[config.mk]
export PLATFORM = sky130hd
export DESIGN_NAME = multicycle_controller_flat
export DESIGN_NICKNAME = d
export VERILOG_FILES = /design/src/rtl/multicycle_controller_if.sv /design/src/rtl/multicycle_controller.sv /design/src/flat_wrapper.sv
export SDC_FILE = /design/constraint.sdc
export NUM_CORES = 1
export LEC_CHECK = 0
export BUFFER_PORTS_ARGS = -buffer_cell sky130_fd_sc_hd__clkbuf_2
export CORE_MARGIN = 2
export CORE_UTILIZATION = 39
export DETAILED_ROUTE_END_ITERATION = 6
export PLACE_DENSITY = 0.82
export SYNTH_ARGS = -nofsm -noshare
export SYNTH_HDL_FRONTEND = slang
export SYNTH_SLANG_ARGS = --single-unit
[constraint.sdc]
create_clock -name clk -period 3.7 [get_ports clk]
set_input_delay 1.11 -clock clk [delete_from_list [all_inputs] [get_ports clk]]
set_output_delay 1.11 -clock clk [all_outputs]
set_load 0.005 [all_outputs]
[src/rtl/multicycle_controller_if.sv]
// Control/datapath/memory bundle for the multicycle controller.
// The controller is the master side; the datapath and memory sit on the slave side.
interface multicycle_controller_if #(
  parameter int COUNT_W = 32
);
  logic [5:0]         opcode;
  logic [5:0]         funct;
  logic               alu_zero;
  logic               mem_ready;
  logic               mem_req;
  logic               mem_we;
  logic               iord;
  logic               ir_we;
  logic               pc_we;
  logic [1:0]         pc_src;
  logic               alu_src_a;
  logic [1:0]         alu_src_b;
  logic [2:0]         alu_op;
  logic               tgt_we;
  logic               reg_we;
  logic [1:0]         reg_dst;
  logic [1:0]         mem_to_reg;
  logic [4:0]         ra_idx;
  logic               illegal;
  logic [2:0]         state;
  logic [COUNT_W-1:0] instr_cnt;
  logic [COUNT_W-1:0] stall_cnt;

  modport master (
    input  opcode, funct, alu_zero, mem_ready,
    output mem_req, mem_we, iord, ir_we, pc_we, pc_src, alu_src_a, alu_src_b, alu_op,
           tgt_we, reg_we, reg_dst, mem_to_reg, ra_idx, illegal, state, instr_cnt, stall_cnt
  );

  modport slave (
    output opcode, funct, alu_zero, mem_ready,
    input  mem_req, mem_we, iord, ir_we, pc_we, pc_src, alu_src_a, alu_src_b, alu_op,
           tgt_we, reg_we, reg_dst, mem_to_reg, ra_idx, illegal, state, instr_cnt, stall_cnt
  );
endinterface

[src/rtl/multicycle_controller.sv]
// Multicycle MIPS-subset control FSM with sticky trap on unsupported encodings.
// Define CTRL_PERF_CNT_EN to build the retired-instruction and stall counters.
module multicycle_controller #(
  parameter int         COUNT_W = 32,
  parameter logic [4:0] RA_REG  = 5'd31
) (
  input logic                     clk,
  input logic                     rst_n,
  multicycle_controller_if.master bus
);
  typedef enum logic [2:0] {
    S_FETCH  = 3'd0,
    S_DECODE = 3'd1,
    S_EXEC   = 3'd2,
    S_MEM    = 3'd3,
    S_WB     = 3'd4,
    S_TRAP   = 3'd5
  } state_t;

  localparam logic [5:0] OP_RTYPE = 6'b000000;
  localparam logic [5:0] OP_LW    = 6'b100011;
  localparam logic [5:0] OP_SW    = 6'b101011;
  localparam logic [5:0] OP_ADDI  = 6'b001000;
  localparam logic [5:0] OP_XORI  = 6'b001110;
  localparam logic [5:0] OP_BNE   = 6'b000101;
  localparam logic [5:0] OP_J     = 6'b000010;
  localparam logic [5:0] OP_JAL   = 6'b000011;
  localparam logic [5:0] FN_ADD   = 6'b100000;
  localparam logic [5:0] FN_SUB   = 6'b100010;
  localparam logic [5:0] FN_SLT   = 6'b101010;
  localparam logic [5:0] FN_JR    = 6'b001000;

  state_t state_q, state_d;
  // run_q holds every output low until the first edge after reset release.
  logic   run_q;

  logic is_r, is_add, is_sub, is_slt, is_jr;
  logic is_lw, is_sw, is_addi, is_xori, is_bne, is_j, is_jal, is_legal;

  assign is_r     = (bus.opcode == OP_RTYPE);
  assign is_add   = is_r && (bus.funct == FN_ADD);
  assign is_sub   = is_r && (bus.funct == FN_SUB);
  assign is_slt   = is_r && (bus.funct == FN_SLT);
  assign is_jr    = is_r && (bus.funct == FN_JR);
  assign is_lw    = (bus.opcode == OP_LW);
  assign is_sw    = (bus.opcode == OP_SW);
  assign is_addi  = (bus.opcode == OP_ADDI);
  assign is_xori  = (bus.opcode == OP_XORI);
  assign is_bne   = (bus.opcode == OP_BNE);
  assign is_j     = (bus.opcode == OP_J);
  assign is_jal   = (bus.opcode == OP_JAL);
  assign is_legal = is_add || is_sub || is_slt || is_jr || is_lw || is_sw ||
                    is_addi || is_xori || is_bne || is_j || is_jal;

  always_ff @(posedge clk or negedge rst_n) begin
    if (!rst_n) begin
      state_q <= S_FETCH;
      run_q   <= 1'b0;
    end else begin
      state_q <= state_d;
      run_q   <= 1'b1;
    end
  end

  always_comb begin
    state_d = state_q;
    if (run_q) begin
      case (state_q)
        S_FETCH:  if (bus.mem_ready) state_d = S_DECODE;
        S_DECODE: begin
          if (!is_legal)                    state_d = S_TRAP;
          else if (is_j || is_jal || is_jr) state_d = S_FETCH;
          else                              state_d = S_EXEC;
        end
        S_EXEC: begin
          if (is_lw || is_sw) state_d = S_MEM;
          else if (is_bne)    state_d = S_FETCH;
          else                state_d = S_WB;
        end
        S_MEM:    if (bus.mem_ready) state_d = is_sw ? S_FETCH : S_WB;
        S_WB:     state_d = S_FETCH;
        S_TRAP:   state_d = S_TRAP;
        default:  state_d = S_TRAP;
      endcase
    end
  end

  always_comb begin
    bus.mem_req    = 1'b0;
    bus.mem_we     = 1'b0;
    bus.iord       = 1'b0;
    bus.ir_we      = 1'b0;
    bus.pc_we      = 1'b0;
    bus.pc_src     = 2'd0;
    bus.alu_src_a  = 1'b0;
    bus.alu_src_b  = 2'd0;
    bus.alu_op     = 3'd0;
    bus.tgt_we     = 1'b0;
    bus.reg_we     = 1'b0;
    bus.reg_dst    = 2'd0;
    bus.mem_to_reg = 2'd0;
    bus.ra_idx     = 5'd0;
    bus.illegal    = 1'b0;
    bus.state      = 3'd0;
    if (run_q) begin
      bus.ra_idx = RA_REG;
      bus.state  = state_q;
      case (state_q)
        S_FETCH: begin
          bus.mem_req = 1'b1;
          if (bus.mem_ready) begin
            bus.ir_we     = 1'b1;
            bus.pc_we     = 1'b1;
            bus.alu_src_b = 2'd1;
          end
        end
        S_DECODE: begin
          bus.alu_src_b = 2'd3;
          bus.tgt_we    = 1'b1;
          if (is_j || is_jal) begin
            bus.pc_we  = 1'b1;
            bus.pc_src = 2'd2;
          end
          if (is_jal) begin
            bus.reg_we     = 1'b1;
            bus.reg_dst    = 2'd2;
            bus.mem_to_reg = 2'd2;
          end
          if (is_jr) begin
            bus.pc_we  = 1'b1;
            bus.pc_src = 2'd3;
          end
        end
        S_EXEC: begin
          bus.alu_src_a = 1'b1;
          if (is_r) begin
            bus.alu_op = is_sub ? 3'd1 : (is_slt ? 3'd3 : 3'd0);
          end else if (is_bne) begin
            bus.alu_op = 3'd1;
            if (!bus.alu_zero) begin
              bus.pc_we  = 1'b1;
              bus.pc_src = 2'd1;
            end
          end else begin
            bus.alu_src_b = 2'd2;
            bus.alu_op    = is_xori ? 3'd2 : 3'd0;
          end
        end
        S_MEM: begin
          bus.mem_req = 1'b1;
          bus.iord    = 1'b1;
          bus.mem_we  = is_sw;
        end
        S_WB: begin
          bus.reg_we     = 1'b1;
          bus.reg_dst    = is_r ? 2'd1 : 2'd0;
          bus.mem_to_reg = is_lw ? 2'd1 : 2'd0;
        end
        S_TRAP:  bus.illegal = 1'b1;
        default: bus.illegal = 1'b0;
      endcase
    end
  end

`ifdef CTRL_PERF_CNT_EN
  logic [COUNT_W-1:0] instr_cnt_q, stall_cnt_q;
  logic               retire;

  // A retire is any return to FETCH except from FETCH itself or from TRAP.
  assign retire = run_q && (state_q != S_FETCH) && (state_q != S_TRAP) && (state_d == S_FETCH);

  always_ff @(posedge clk or negedge rst_n) begin
    if (!rst_n) begin
      instr_cnt_q <= '0;
      stall_cnt_q <= '0;
    end else begin
      if (retire)                        instr_cnt_q <= instr_cnt_q + 1'b1;
      if (bus.mem_req && !bus.mem_ready) stall_cnt_q <= stall_cnt_q + 1'b1;
    end
  end

  assign bus.instr_cnt = instr_cnt_q;
  assign bus.stall_cnt = stall_cnt_q;
`else
  assign bus.instr_cnt = {COUNT_W{1'b0}};
  assign bus.stall_cnt = {COUNT_W{1'b0}};
`endif
endmodule

[src/flat_wrapper.sv]
// flat-port wrapper written by rule: the top's interface ports become plain ports
module multicycle_controller_flat 
#(
  parameter int         COUNT_W = 32,
  parameter logic [4:0] RA_REG  = 5'd31
)
  (clk, rst_n, bus_opcode, bus_funct, bus_alu_zero, bus_mem_ready, bus_mem_req, bus_mem_we, bus_iord, bus_ir_we, bus_pc_we, bus_pc_src, bus_alu_src_a, bus_alu_src_b, bus_alu_op, bus_tgt_we, bus_reg_we, bus_reg_dst, bus_mem_to_reg, bus_ra_idx, bus_illegal, bus_state, bus_instr_cnt, bus_stall_cnt);
  multicycle_controller_if #(.COUNT_W(COUNT_W)) bus_i ();
  input logic clk;
  input logic rst_n;
  input wire logic [$bits(bus_i.opcode)-1:0] bus_opcode;
  input wire logic [$bits(bus_i.funct)-1:0] bus_funct;
  input wire logic [$bits(bus_i.alu_zero)-1:0] bus_alu_zero;
  input wire logic [$bits(bus_i.mem_ready)-1:0] bus_mem_ready;
  output wire logic [$bits(bus_i.mem_req)-1:0] bus_mem_req;
  output wire logic [$bits(bus_i.mem_we)-1:0] bus_mem_we;
  output wire logic [$bits(bus_i.iord)-1:0] bus_iord;
  output wire logic [$bits(bus_i.ir_we)-1:0] bus_ir_we;
  output wire logic [$bits(bus_i.pc_we)-1:0] bus_pc_we;
  output wire logic [$bits(bus_i.pc_src)-1:0] bus_pc_src;
  output wire logic [$bits(bus_i.alu_src_a)-1:0] bus_alu_src_a;
  output wire logic [$bits(bus_i.alu_src_b)-1:0] bus_alu_src_b;
  output wire logic [$bits(bus_i.alu_op)-1:0] bus_alu_op;
  output wire logic [$bits(bus_i.tgt_we)-1:0] bus_tgt_we;
  output wire logic [$bits(bus_i.reg_we)-1:0] bus_reg_we;
  output wire logic [$bits(bus_i.reg_dst)-1:0] bus_reg_dst;
  output wire logic [$bits(bus_i.mem_to_reg)-1:0] bus_mem_to_reg;
  output wire logic [$bits(bus_i.ra_idx)-1:0] bus_ra_idx;
  output wire logic [$bits(bus_i.illegal)-1:0] bus_illegal;
  output wire logic [$bits(bus_i.state)-1:0] bus_state;
  output wire logic [$bits(bus_i.instr_cnt)-1:0] bus_instr_cnt;
  output wire logic [$bits(bus_i.stall_cnt)-1:0] bus_stall_cnt;
  assign bus_i.opcode = bus_opcode;
  assign bus_i.funct = bus_funct;
  assign bus_i.alu_zero = bus_alu_zero;
  assign bus_i.mem_ready = bus_mem_ready;
  assign bus_mem_req = bus_i.mem_req;
  assign bus_mem_we = bus_i.mem_we;
  assign bus_iord = bus_i.iord;
  assign bus_ir_we = bus_i.ir_we;
  assign bus_pc_we = bus_i.pc_we;
  assign bus_pc_src = bus_i.pc_src;
  assign bus_alu_src_a = bus_i.alu_src_a;
  assign bus_alu_src_b = bus_i.alu_src_b;
  assign bus_alu_op = bus_i.alu_op;
  assign bus_tgt_we = bus_i.tgt_we;
  assign bus_reg_we = bus_i.reg_we;
  assign bus_reg_dst = bus_i.reg_dst;
  assign bus_mem_to_reg = bus_i.mem_to_reg;
  assign bus_ra_idx = bus_i.ra_idx;
  assign bus_illegal = bus_i.illegal;
  assign bus_state = bus_i.state;
  assign bus_instr_cnt = bus_i.instr_cnt;
  assign bus_stall_cnt = bus_i.stall_cnt;
  multicycle_controller #(.COUNT_W(COUNT_W), .RA_REG(RA_REG)) u_core (.clk(clk), .rst_n(rst_n), .bus(bus_i));
endmodule
# Word level (Yosys, flattened, before mapping)

Cells that the tools add are included.

Bits of input ports: 16
Output and inout bits: 92
Memories: 0
Register bits: 4
Latch bits: 0
RAM bits: 0
ROM bits: 0

Magnitude comparators: 0
$add $sub $neg: 0
Bitwise logic cells: 0
Divide/modulo/power cells: 0
Multiplexer cells: 61
Multipliers: 0
Reductions and logical operators: 21
Shifts and indexed selects: 0
Eq/ne operators: 18

Operator list:

| cell                                                                   | count |
|---|---|
| 3-bit two-way mux                                                      | 12 |
| 6-bit equality test (second input constant)                            | 5 |
| 2-bit two-way mux                                                      | 14 |
| 1-bit two-way mux                                                      | 27 |
| 6-bit by 4-bit equality test with 1-bit output (second input constant) | 3 |
| 3-bit case mux with 5 select lines                                     | 1 |
| 1-bit logical OR                                                       | 13 |
| 6-bit by 2-bit equality test with 1-bit output (second input constant) | 2 |
| 2-bit case mux with 2 select lines                                     | 3 |
| 3-bit by 2-bit equality test with 1-bit output (second input constant) | 2 |
| 3-bit equality test (second input constant)                            | 2 |
| 6-bit by 3-bit equality test with 1-bit output (second input constant) | 1 |
| 6-bit zero test                                                        | 1 |
| 2-bit case mux with 3 select lines                                     | 1 |
| 5-bit two-way mux                                                      | 1 |
| 1-bit logical AND                                                      | 4 |
| 2-bit inequality test (second input constant)                          | 2 |
| 3-bit by 1-bit equality test with 1-bit output (second input constant) | 1 |
| 3-bit zero test                                                        | 1 |
| 1-bit case mux with 3 select lines                                     | 1 |
| 3-bit AND reduction                                                    | 1 |
| 1-bit case mux with 2 select lines                                     | 1 |
| 2-bit OR reduction                                                     | 1 |

# Logic depth before layout (Yosys ltp)

Word-level depth: 14
Mapped depth: 6
Gate-level depth less buffers: 4

# Least setup slack after synthesis

No wires, ideal clock.

Path type: input to output
Start point: in bus_opcode[4]
End point: out bus_pc_we
Slack: 0.345 ns
Arrival: 2.245 ns
Buffers on the path: 0
Required time: 2.590 ns
Stages on the path: 4
Cells stage by stage: or4_4 nor4b_4 o21ai_0 a21oi_1

Word-level cells in the longest chain between the ends: 6
Elaborated cells between the ends (all ways): 12

RTL lines:

| item                                                              | line                                                     | text |
|---|---|---|
| start, declared                                                   | flat_wrapper.sv:11                                       | `input wire logic [$bits(bus_i.opcode)-1:0] bus_opcode;` |
| 6-bit by 2-bit equality test with 1-bit output (on tied branches) | multicycle_controller.sv:50, multicycle_controller.sv:51 |  |
| 1-bit logical OR                                                  | multicycle_controller.sv:120                             | `if (is_j \|\| is_jal) begin` |
| 1-bit two-way mux                                                 | multicycle_controller.sv:120                             |  |
| 1-bit two-way mux                                                 | multicycle_controller.sv:129                             | `if (is_jr) begin` |
| 1-bit case mux with 3 select lines *                              | multicycle_controller.sv:108                             | `case (state_q)` |
| 1-bit two-way mux *                                               | multicycle_controller.sv:105                             | `if (run_q) begin` |
| end, declared                                                     | flat_wrapper.sv:19                                       | `output wire logic [$bits(bus_i.pc_we)-1:0] bus_pc_we;` |

Every way passes the cells marked *; elsewhere a longest branch is shown, timed or not.

# Worst setup path in the final report

Ends and elaborated chain as after synthesis.

==> flow_summary.toml <==
[sta]
final.period_utilization_pct = 97.5
fin_setup_tns_ns = 0
rsz0062_at_grt = "no"
slew_viol_final = 0
max_freq_mhz = 277
setup_viol = 0
period_needed_ns = 3.61
setup_slack_ns = 0.0929
finalHoldViolCount = 0
finClkSkew_ns = 0.00110

[clock_network]
cts_tree = "done"
clockBufferDepth = 2
cts_hold_buf = 0
cts-root-buf = "clkbuf_4"
postCtsSetupBuffers = 0
htreeDepth = 1
numCtsBuffers = 3
ctsResizeCount = 0
cts.sinks = 4
worstSkewPairLatency_ns = 0.23
clk_pin_slew_worst_paths_ns = 0.04

[die]
die_y_um = 60.8
die_area_sq_um = 3700
boundaryPins = 108
fp.dieW_um = 60.8
start_util_pct = 41.3
coreArea_sq_um = 3050
row_count = 20

[worst_setup_path]
crit_type = "in2out"
r2r_end = "u_core.state_q[2]$_DFFE_PN0P_"
cp-start-kind = "primary input"
end_kind = "output pin"
crit_chain = "clkbuf_2, or4_4, nor4b_4, o21ai_1, a21oi_1, clkbuf_2"
path_max_fanout = 5
r2r_cells = 3
rrSetupSlack_ns = 1.92
critPathSlowestCell = "or4_4"
required_ns = 2.59
r2r-start = "u_core.state_q[0]$_DFFE_PN0P_"
cp_slowest_stage_delay_ns = 0.58
crit_top_cell = "clkbuf_2"
cp.arrival_ns = 2.50

[synthesis]
syn-cell-area_sq_um = 1260
synth_cell_types = 44
ys_seq_area_share_pct = 7.94
synth-seq-cells = 4
yosys_warnings = 0
synthCells = 177
syn_avg_cell_area_sq_um = 7.12
async_reset_ff_share_pct = 100
ys.flop_type = "dfrtp_1"
synth-edff-count = 0

[placed_design]
numPortBuffers = 42
hpwlAfterDp_mm = 2.10
gp_congestion = 0.849
pre_cts_ws_ns = 0.0612

[cells_and_area]
nets = 233
ff_latch_area_sq_um = 100
layout-drive-gt1-share_pct = 28.8
final_util_pct = 41.6
multiInputGateArea_sq_um = 815
insertedDiodeCount = 0
layout-area-overhead-vs-synth_pct = 0.795
layout_commonest_cell = "conb_1"
mostFrequentLayoutCells = "66 x conb_1, 42 x clkbuf_2, 10 x nand2_1, 8 x nor2_1"
fill_cells = 341

[routing]
route.vias.total = 1130
drt-wirelength-per-cell_um = 9.93
route.antenna.remaining_nets = 0
wl_mm = 2.57
drt_iter0_drc = 122
drt_pass1_iterations = 4
post-route-drc-count = 0
vias_per_cell = 4.36

[worst_hold_path]
worst_hold_path_type = "in2async"

[flow_run]
cap_viol_max_count = 0

[grt]
grt_pass1_wl_mm = 3.52
grt_max_degree = 16
antenna_found_initial = 0
overflow = 0
grt.total_usage_pct = 12.5
grt_pass1_vias = 827

[pwr]
pwr_density_cell_nw_per_um2 = 259
p_total_mw = 0.329
vdd_drop_max_mv = 0.0930
p_leak_nw = 0.727

[run_status]
outcome = "finished, final reports clean"
## cell usage after synthesis, types with 3 or more instances
| master | count | area share, % |
|---|---|---|
| buf_4 | 72 | 43 |
| nand2_1 | 10 | 3.0 |
| nor2_1 | 8 | 2.4 |
| inv_1 | 6 | 1.8 |
| nor3_1 | 6 | 2.4 |
| o21ai_0 | 6 | 2.4 |
| a21oi_1 | 5 | 2.0 |
| nand3_1 | 5 | 2.0 |
| and3_1 | 4 | 2.0 |
| dfrtp_1 | 4 | 7.9 |
| and2_1 | 3 | 1.5 |
| nand2b_1 | 3 | 1.5 |
| nor2b_1 | 3 | 1.5 |
## layout make-up
type / count / share of cell area [%]
sequential: 4 / 7.88
clock buffer: 3 / 1.77
inverter: 6 / 1.77
tap: 44 / 4.33
timing repair buffer: 48 / 20.1
multi-input combinational: 154 / 64.1
## worst max-delay path by stage
stage | startpoint | to | depth (start not counted)
floorplan | bus_opcode[4] | bus_pc_we | 4
global placement | bus_opcode[4] | bus_pc_we | 6
detailed placement | bus_opcode[4] | bus_alu_op[1] | 6
CTS | bus_opcode[4] | bus_alu_op[1] | 6
global route | bus_opcode[4] | bus_pc_we | 6
finish | bus_opcode[4] | bus_pc_we | 6
## report_power, final
group	leakage [nW]	switching, mW	total (mW)	internal, mW
clock	0.0138	0.0181	0.0544	0.0363
sequential	0.0479	0.0348	0.0909	0.0561
combinational	0.665	0.106	0.184	0.0778
total	0.727	0.159	0.329	0.170
## critical path: cells and delay by family
kind | cells | cell delay (ns)
AO/OA/AOI/OAI | 2 | 0.24
AND/OR/NAND/NOR | 2 | 0.91
buffers and inverters | 2 | 0.24
## logic make-up (layout without fill, tap and decap cells)
kind of cell | Yosys count | in the layout | synth area share [%]
flops | 4 | 4 | 7.94
compound gates | 21 | 21 | 11.2
buf+inv | 83 | 57 | 47.5
simple gates | 67 | 67 | 32.8
other cells | 2 | 66 | 0.596
## per-layer routing
layer  vias to the layer above  wire length, um  track usage, %
met5                         -                0               0
met4                         0               28            5.59
met3                         4              274            3.20
met2                        76             1250            20.7
met1                       503             1010            15.2
li1                        547                -               -
## registers in the layout (all words and copies together), names as in the netlist
signal,cells
u_core.run_q,1
u_core.state_q,3
## per-stage QoR
| step | area [sq um] | std cells | hold slack [ns] |
|---|---|---|---|
| after floorplan | 1500 | 241 | 0.600 |
| after global placement | 1230 | 256 | 0.691 |
| after detailed placement | 1230 | 256 | 0.707 |
| after CTS | 1260 | 259 | 0.668 |
| after global routing | 1270 | 259 | 0.663 |
| final | 1270 | 259 | 0.674 |
Note: power is estimated with default switching activity, not from simulation.
